File: config.mk
export PLATFORM = sky130hd
export DESIGN_NAME = token_branch_scheduler
export DESIGN_NICKNAME = d
export VERILOG_FILES = /design/src/rtl/token_branch_scheduler.sv
export SDC_FILE = /design/constraint.sdc
export NUM_CORES = 1
export LEC_CHECK = 0
export ABC_AREA = 1
export CORE_MARGIN = 2
export CORE_UTILIZATION = 30
export CTS_BUF_LIST = sky130_fd_sc_hd__clkbuf_4 sky130_fd_sc_hd__clkbuf_8
export DETAILED_ROUTE_END_ITERATION = 16
export GPL_TIMING_DRIVEN = 1
export SYNTH_ARGS = -nofsm -noshare
export SYNTH_HDL_FRONTEND = slang
export SYNTH_SLANG_ARGS = --single-unit
File: constraint.sdc
create_clock -name CLK -period 4.45 [get_ports CLK]
set_input_delay 0.6675 -clock CLK [delete_from_list [all_inputs] [get_ports CLK]]
set_output_delay 0.6675 -clock CLK [all_outputs]
set_load 0.01 [all_outputs]
File: src/rtl/token_branch_scheduler.sv
// Two-way token switch controller: synchronises 4-phase send/ack channels and steers each
// token to branch A or B by weighted round-robin, with a per-token force override.
module token_branch_scheduler #(
   parameter int WEIGHT_W    = 4,
   parameter int CNT_W       = 8,
   parameter int SYNC_STAGES = 2
) (
   input  logic                CLK,
   input  logic                RESET,
   input  logic                EN,
   input  logic [WEIGHT_W-1:0] WEIGHT_A,
   input  logic [WEIGHT_W-1:0] WEIGHT_B,
   input  logic                FORCE_VALID,
   input  logic                FORCE_BR,
   input  logic                SENDIN,
   input  logic                ACKINA,
   input  logic                ACKINB,
   output logic                SENDOUTA,
   output logic                SENDOUTB,
   output logic                ACKOUT,
   output logic                BR,
   output logic                BUSY,
   output logic                ERR,
   output logic [CNT_W-1:0]    CNT_A,
   output logic [CNT_W-1:0]    CNT_B
);

   typedef enum logic [1:0] {IDLE, DECIDE, SEND, ACK} state_t;

   state_t              state, state_nxt;
   logic [SYNC_STAGES-1:0] send_sync, acka_sync, ackb_sync;
   logic                s_send, s_acka, s_ackb, s_ack_sel, s_ack_other;
   logic                cur, cur_nxt, br_nxt, forced, forced_nxt;
   logic [WEIGHT_W-1:0] rem, rem_nxt, w_cur, w_oth;
   logic                sendout_a_nxt, sendout_b_nxt, ackout_nxt, done;

   assign s_send      = send_sync[SYNC_STAGES-1];
   assign s_acka      = acka_sync[SYNC_STAGES-1];
   assign s_ackb      = ackb_sync[SYNC_STAGES-1];
   assign s_ack_sel   = BR ? s_ackb : s_acka;
   assign s_ack_other = BR ? s_acka : s_ackb;
   assign w_cur       = cur ? WEIGHT_B : WEIGHT_A;
   assign w_oth       = cur ? WEIGHT_A : WEIGHT_B;

   always_ff @(posedge CLK or posedge RESET) begin
      if (RESET) begin
         send_sync <= '0;
         acka_sync <= '0;
         ackb_sync <= '0;
      end else begin
         send_sync <= {send_sync[SYNC_STAGES-2:0], SENDIN};
         acka_sync <= {acka_sync[SYNC_STAGES-2:0], ACKINA};
         ackb_sync <= {ackb_sync[SYNC_STAGES-2:0], ACKINB};
      end
   end

   // SENDOUT is raised one cycle after entering SEND so BR is already stable for a full cycle.
   always_comb begin
      state_nxt     = state;
      cur_nxt       = cur;
      rem_nxt       = rem;
      br_nxt        = BR;
      forced_nxt    = forced;
      sendout_a_nxt = 1'b0;
      sendout_b_nxt = 1'b0;
      ackout_nxt    = 1'b0;
      done          = 1'b0;
      case (state)
         IDLE: begin
            if (s_send && EN) state_nxt = DECIDE;
         end
         DECIDE: begin
            state_nxt  = SEND;
            forced_nxt = FORCE_VALID;
            if (FORCE_VALID) begin
               br_nxt = FORCE_BR;
            end else if (WEIGHT_A == '0 && WEIGHT_B == '0) begin
               cur_nxt = ~cur;
               br_nxt  = ~cur;
            end else begin
               if (rem == '0 || w_cur == '0) begin
                  if (w_oth != '0) begin
                     cur_nxt = ~cur;
                     rem_nxt = w_oth;
                  end else begin
                     rem_nxt = w_cur;
                  end
               end
               br_nxt = cur_nxt;
            end
         end
         SEND: begin
            if (s_ack_sel) begin
               state_nxt  = ACK;
               ackout_nxt = 1'b1;
            end else begin
               sendout_a_nxt = ~BR;
               sendout_b_nxt = BR;
            end
         end
         ACK: begin
            if (!s_send && !s_ack_sel) begin
               state_nxt = IDLE;
               done      = 1'b1;
               if (!forced && rem != '0) rem_nxt = rem - 1'b1;
            end else begin
               ackout_nxt = 1'b1;
            end
         end
         default: state_nxt = IDLE;
      endcase
   end

   always_ff @(posedge CLK or posedge RESET) begin
      if (RESET) begin
         state    <= IDLE;
         cur      <= 1'b1;
         rem      <= '0;
         forced   <= 1'b0;
         BR       <= 1'b0;
         SENDOUTA <= 1'b0;
         SENDOUTB <= 1'b0;
         ACKOUT   <= 1'b0;
         BUSY     <= 1'b0;
         ERR      <= 1'b0;
         CNT_A    <= '0;
         CNT_B    <= '0;
      end else begin
         state    <= state_nxt;
         cur      <= cur_nxt;
         rem      <= rem_nxt;
         forced   <= forced_nxt;
         BR       <= br_nxt;
         SENDOUTA <= sendout_a_nxt;
         SENDOUTB <= sendout_b_nxt;
         ACKOUT   <= ackout_nxt;
         BUSY     <= (state_nxt != IDLE);
         ERR      <= ERR | s_ack_other;
         if (done && !BR) CNT_A <= CNT_A + 1'b1;
         if (done && BR)  CNT_B <= CNT_B + 1'b1;
      end
   end

endmodule
# [Word level (Yosys, flattened, before mapping)]
# Cells that the tools add are included.
[totals] ff_bits=36 input_bits=16 out_inout_bits=22 elab_cells=80
[op_classes] add_sub_neg=3 eq_ne=8 n_mux=28 bitwise=4 n_reduce_logical=22
[ops] op="$mux 4" n=8
[ops] op="$add 8x1->8 const B" n=2
[ops] op="$logic_not 4->1" n=4
[ops] op="$mux 1" n=14
[ops] op="$ne 2x2->1 const B" n=5
[ops] op="$pmux 2 s4" n=1
[ops] op="$pmux 4 s2" n=1
[ops] op="$reduce_bool 4->1" n=2
[ops] op="$logic_and 1x1->1" n=6
[ops] op="$mux 2" n=3
[ops] op="$reduce_and 6->1" n=1
[ops] op="$eq 2x2->1 const B" n=2
[ops] op="$logic_not 1->1" n=4
[ops] op="$reduce_bool 2->1" n=2
[ops] op="$sub 4x1->4 const B" n=1
[ops] op="$not 1->1" n=3
[ops] op="$eq 2x1->1 const B" n=1
[ops] op="$logic_not 2->1" n=1
[ops] op="$pmux 1 s2" n=1
[ops] op="$reduce_and 2->1" n=1
[ops] op="$logic_or 1x1->1" n=1
[ops] op="$or 1x1->1" n=1

# [Depth between registers and ports, before layout]
[depth] depth_word=7 ltp_mapped=12 depth_no_buf=12

# [Worst setup path before layout]
# OpenSTA, ideal clock, no wires.
[synth_path] kind="input-to-reg" start="in WEIGHT_A[0]" end="reg BR" setup_ns=0.120 arrival_time_ns=1.367 required_time_ns=4.330 path_slack_ns=2.963 cell_stages=10 n_path_buf=0 cell_sequence="nand2_1 nand2_1 nor2_1 nand2_1 nand2_1 nand2_1 nand2_1 nand2_1 nand2_1 nand2_1"
[synth_via] elab_chain_cells=6 elab_cells_between_ends=11 cone_classes="mux (6); reduce/logical (5)"
[synth_rtl] element="start, declared" line="11" rtl="input logic [WEIGHT_W-1:0] WEIGHT_A,"
[synth_rtl] element="$mux 4 (on tied branches)" line="43, 42"
[synth_rtl] element="$reduce_bool 4->1 / $logic_not 4->1 (equally long branches)" line="82, 81"
[synth_rtl] element="$mux 1 / $logic_or 1x1->1 (equally long branches)" line="82, 81"
[synth_rtl] element="$mux 1" line="81" rtl="if (rem == '0 || w_cur == '0) begin"
[synth_rtl] element="$mux 1 *" line="77" rtl="end else if (WEIGHT_A == '0 && WEIGHT_B == '0) begin"
[synth_rtl] element="$mux 1 *" line="75" rtl="if (FORCE_VALID) begin"
[synth_rtl] element="end signal, assigned" line="133" rtl="BR <= br_nxt;"
[synth_rtl] element="end, declared" line="21" rtl="output logic BR,"
# Mark *: on every way between the ends. The rest lies on a longest branch, timed or not.
# A chain may end at the register's enable or synchronous reset.

# [Worst setup path in the final report]
[layout_path] start="reg BR" end="out BR"
# No word-level cell between the ends.

==> impl_metrics.toml <==
[synthesis]
synthArstFlopShare_pct = 100.0
synth_top_family_by_area = "simple AND/OR/NAND/NOR gates"
synth_compound_area_share_pct = 4.952
synth_ff_type = "dfrtp_1"
synthesis.nets = 240
syn_avg_cell_area_um2 = 8.232
synth_area_um2 = 1819
synth_fa_ha_area_share_pct = 2.063
yosysWarnings = 0
synth_simple_gate_area_share_pct = 28.89
synth_seq_cells = 36
synthMuxAreaShare_pct = 1.857
synthXorXnorAreaFrac_pct = 6.740
synthCells = 221
yosysSeqAreaShare_pct = 49.59
synth_edf_count = 0
yosysUniqueCellTypes = 28

[timing]
period_needed_ps = 2052
tightest_slew_ps = 636.8
drv_slew = 0
rsz0062_at_grt = "false"
finClkSkew_ps = 7.518
setup_viol = 0
fmax_ghz = 0.4872
finalHoldViolations = 0
slew_headroom_pct = 57.50
finalSetupTns_ps = 0
fin_hold_ws_ps = 351.0
finalCritPeriodShare_pct = 46.12

[worst_setup_path]
critPathCaptureType = "output pin"
cp_top_family = "buffers and inverters"
cp_max_fo = 8
start_kind = "register"
cpPeakStageDelay_ps = 590
rr_worst_depth = 11
crit_type = "reg -> out"
arrival_ps = 1380
reg2reg_to = "BR$_DFFE_PP0P_"
r2r_slack_ps = 2740
critPathCapture = "BR"
cp_num_cells = 1
crit_slowest_cell = "clkdlybuf4s50_1"
regToRegStartpoint = "cur$_DFFE_PP1P_"
crit_chain = "clkdlybuf4s50_1"
worst-path-buf-inv = 1
required_ps = 3780
crit_start = "BR$_DFFE_PP0P_"

[clock_network]
path_clk_slew_ps = 70
numCtsBuffers = 5
ctsHoldBuffers = 0
cts.sinks = 36
cts_root_buf = "clkbuf_8"
cts_buffer_depth = 2
postCtsSetupBuffers = 0
cts-resized-gates = 0
htreeDepth = 2
clock_latency_ps = 290
cts_tree = "built"

[detailed_routing]
viasPerCell = 4.381
drc = 0
wirelength_um = 3634
postRouteAntennaNets = 0
drtIter0Drc = 37
wl_per_cell_um = 10.66
num_vias = 1494
dr.pass1.iters = 4

[power_and_ir_drop]
totalPowerFinal_w = 0.001255
p_per_area_nw_per_um2 = 528.5
p_leak_nw = 1.142
ir_drop_mv = 0.3026

[grt]
grt_pass1_vias = 1377
antenna_found_initial = 0
grt_pass1_wl_um = 6092
grt_max_degree = 21
grtUsageTotal_pct = 11.98
globalRouteOverflowTotal = 0

[floorplanning]
fp-row-count = 28
core_area_um2 = 5886
die_h_um = 81.87
start_util_pct = 30.91
ioPinCount = 38
fp.dieArea_um2 = 6703
die_x_um = 81.87

[placement]
io_buffers = 37
gp_congestion = 0.7675
dp_hpwl_um = 2793
place_inst = 333

[cells_and_area]
nets = 284
final_common_cell = "nand2_1"
final_cells = 341
final_cell_mix = "nand2_1 (74), clkdlybuf4s50_1 (37), dfrtp_1 (35)"
n_antenna_cell = 0
area_growth_pct = 30.54
drive_above_1_share_pct = 7.895

[status]
status = "finished, final reports clean"

[worst_hold_path]
worstHoldPathType = "reg -> reg"

[flow_run]
cap_viol_max_count = 0
-- worst min-delay path by stage --
stage	from	endpoint	slack (ps)	cells past startpoint
2_1_floorplan	acka_sync[0]$_DFF_PP0_	acka_sync[1]$_DFF_PP0_	330	0
3_3_place_gp	ackb_sync[0]$_DFF_PP0_	ackb_sync[1]$_DFF_PP0_	330	0
3_5_place_dp	acka_sync[0]$_DFF_PP0_	acka_sync[1]$_DFF_PP0_	340	0
4_1_cts	acka_sync[0]$_DFF_PP0_	acka_sync[1]$_DFF_PP0_	350	0
5_1_grt	acka_sync[0]$_DFF_PP0_	acka_sync[1]$_DFF_PP0_	360	0
6_report	acka_sync[0]$_DFF_PP0_	acka_sync[1]$_DFF_PP0_	350	0
-- synth_stat cells (2+ instances only) --
cell | count | area, µm²
nand2_2 | 3 | 18.77
mux2_2 | 3 | 33.78
ha_1 | 3 | 37.54
nor3_1 | 3 | 15.01
dfrtp_1 | 35 | 875.8
a31oi_1 | 2 | 12.51
xnor2_1 | 6 | 52.55
nand2_1 | 74 | 277.8
nor2_1 | 16 | 60.06
xor2_1 | 8 | 70.07
a21oi_1 | 4 | 20.02
nand4_1 | 4 | 25.02
nand3_1 | 14 | 70.07
nor4_1 | 2 | 12.51
a22oi_1 | 3 | 22.52
o21ai_0 | 6 | 30.03
inv_1 | 24 | 90.09
-- metrics by stage --
stage                     util, %  cell area [µm²]  setup slack (ps)
after floorplan                 -             1819              2963
after global placement      38.84             2286              2371
after detailed placement    38.84             2286              2342
after CTS                   40.35             2375              2369
after global routing        40.35             2375              2341
final                       40.35             2375              2398
-- where the power goes --
part           internal [W]  leakage (nW)  total [W]  switching (W)
logic              0.000230         0.645   0.000525       0.000296
registers          0.000415         0.448   0.000498      0.0000822
clock network      0.000122        0.0491   0.000233       0.000111
total              0.000767          1.14    0.00126       0.000488
-- layout make-up --
| class | count | area, µm² |
|---|---|---|
| inverter | 27 | 102.6 |
| sequential | 36 | 902.1 |
| fill | 611 | 3511 |
| tap | 75 | 93.84 |
| clock inverter | 1 | 5.005 |
| clock buffer | 7 | 83.83 |
| timing repair buffer | 38 | 377.9 |
| multi-input combinational | 157 | 809.5 |
-- state kept, by name (all words and copies together) (netlist names), 2 cells and up --
signal     count
state          2
rem            4
acka_sync      2
send_sync      2
CNT_B          8
ackb_sync      2
CNT_A          8
-- cell families after synthesis --
group	count (synthesis)
flops	36
xor+xnor	14
compound gates	16
fa+ha+maj	3
buf+inv	28
simple gates	121
mux	3
-- metal layers --
metal / global-route usage, % / vias to the layer above / share of wire [%]
li1: - / 788 / -
met1: 16.02 / 672 / 48
met2: 17.80 / 28 / 44
met3: 4.505 / 6 / 6.4
met4: 4.000 / 0 / 1.5
met5: 0 / - / 0
Power figures use the tool's default switching activity.
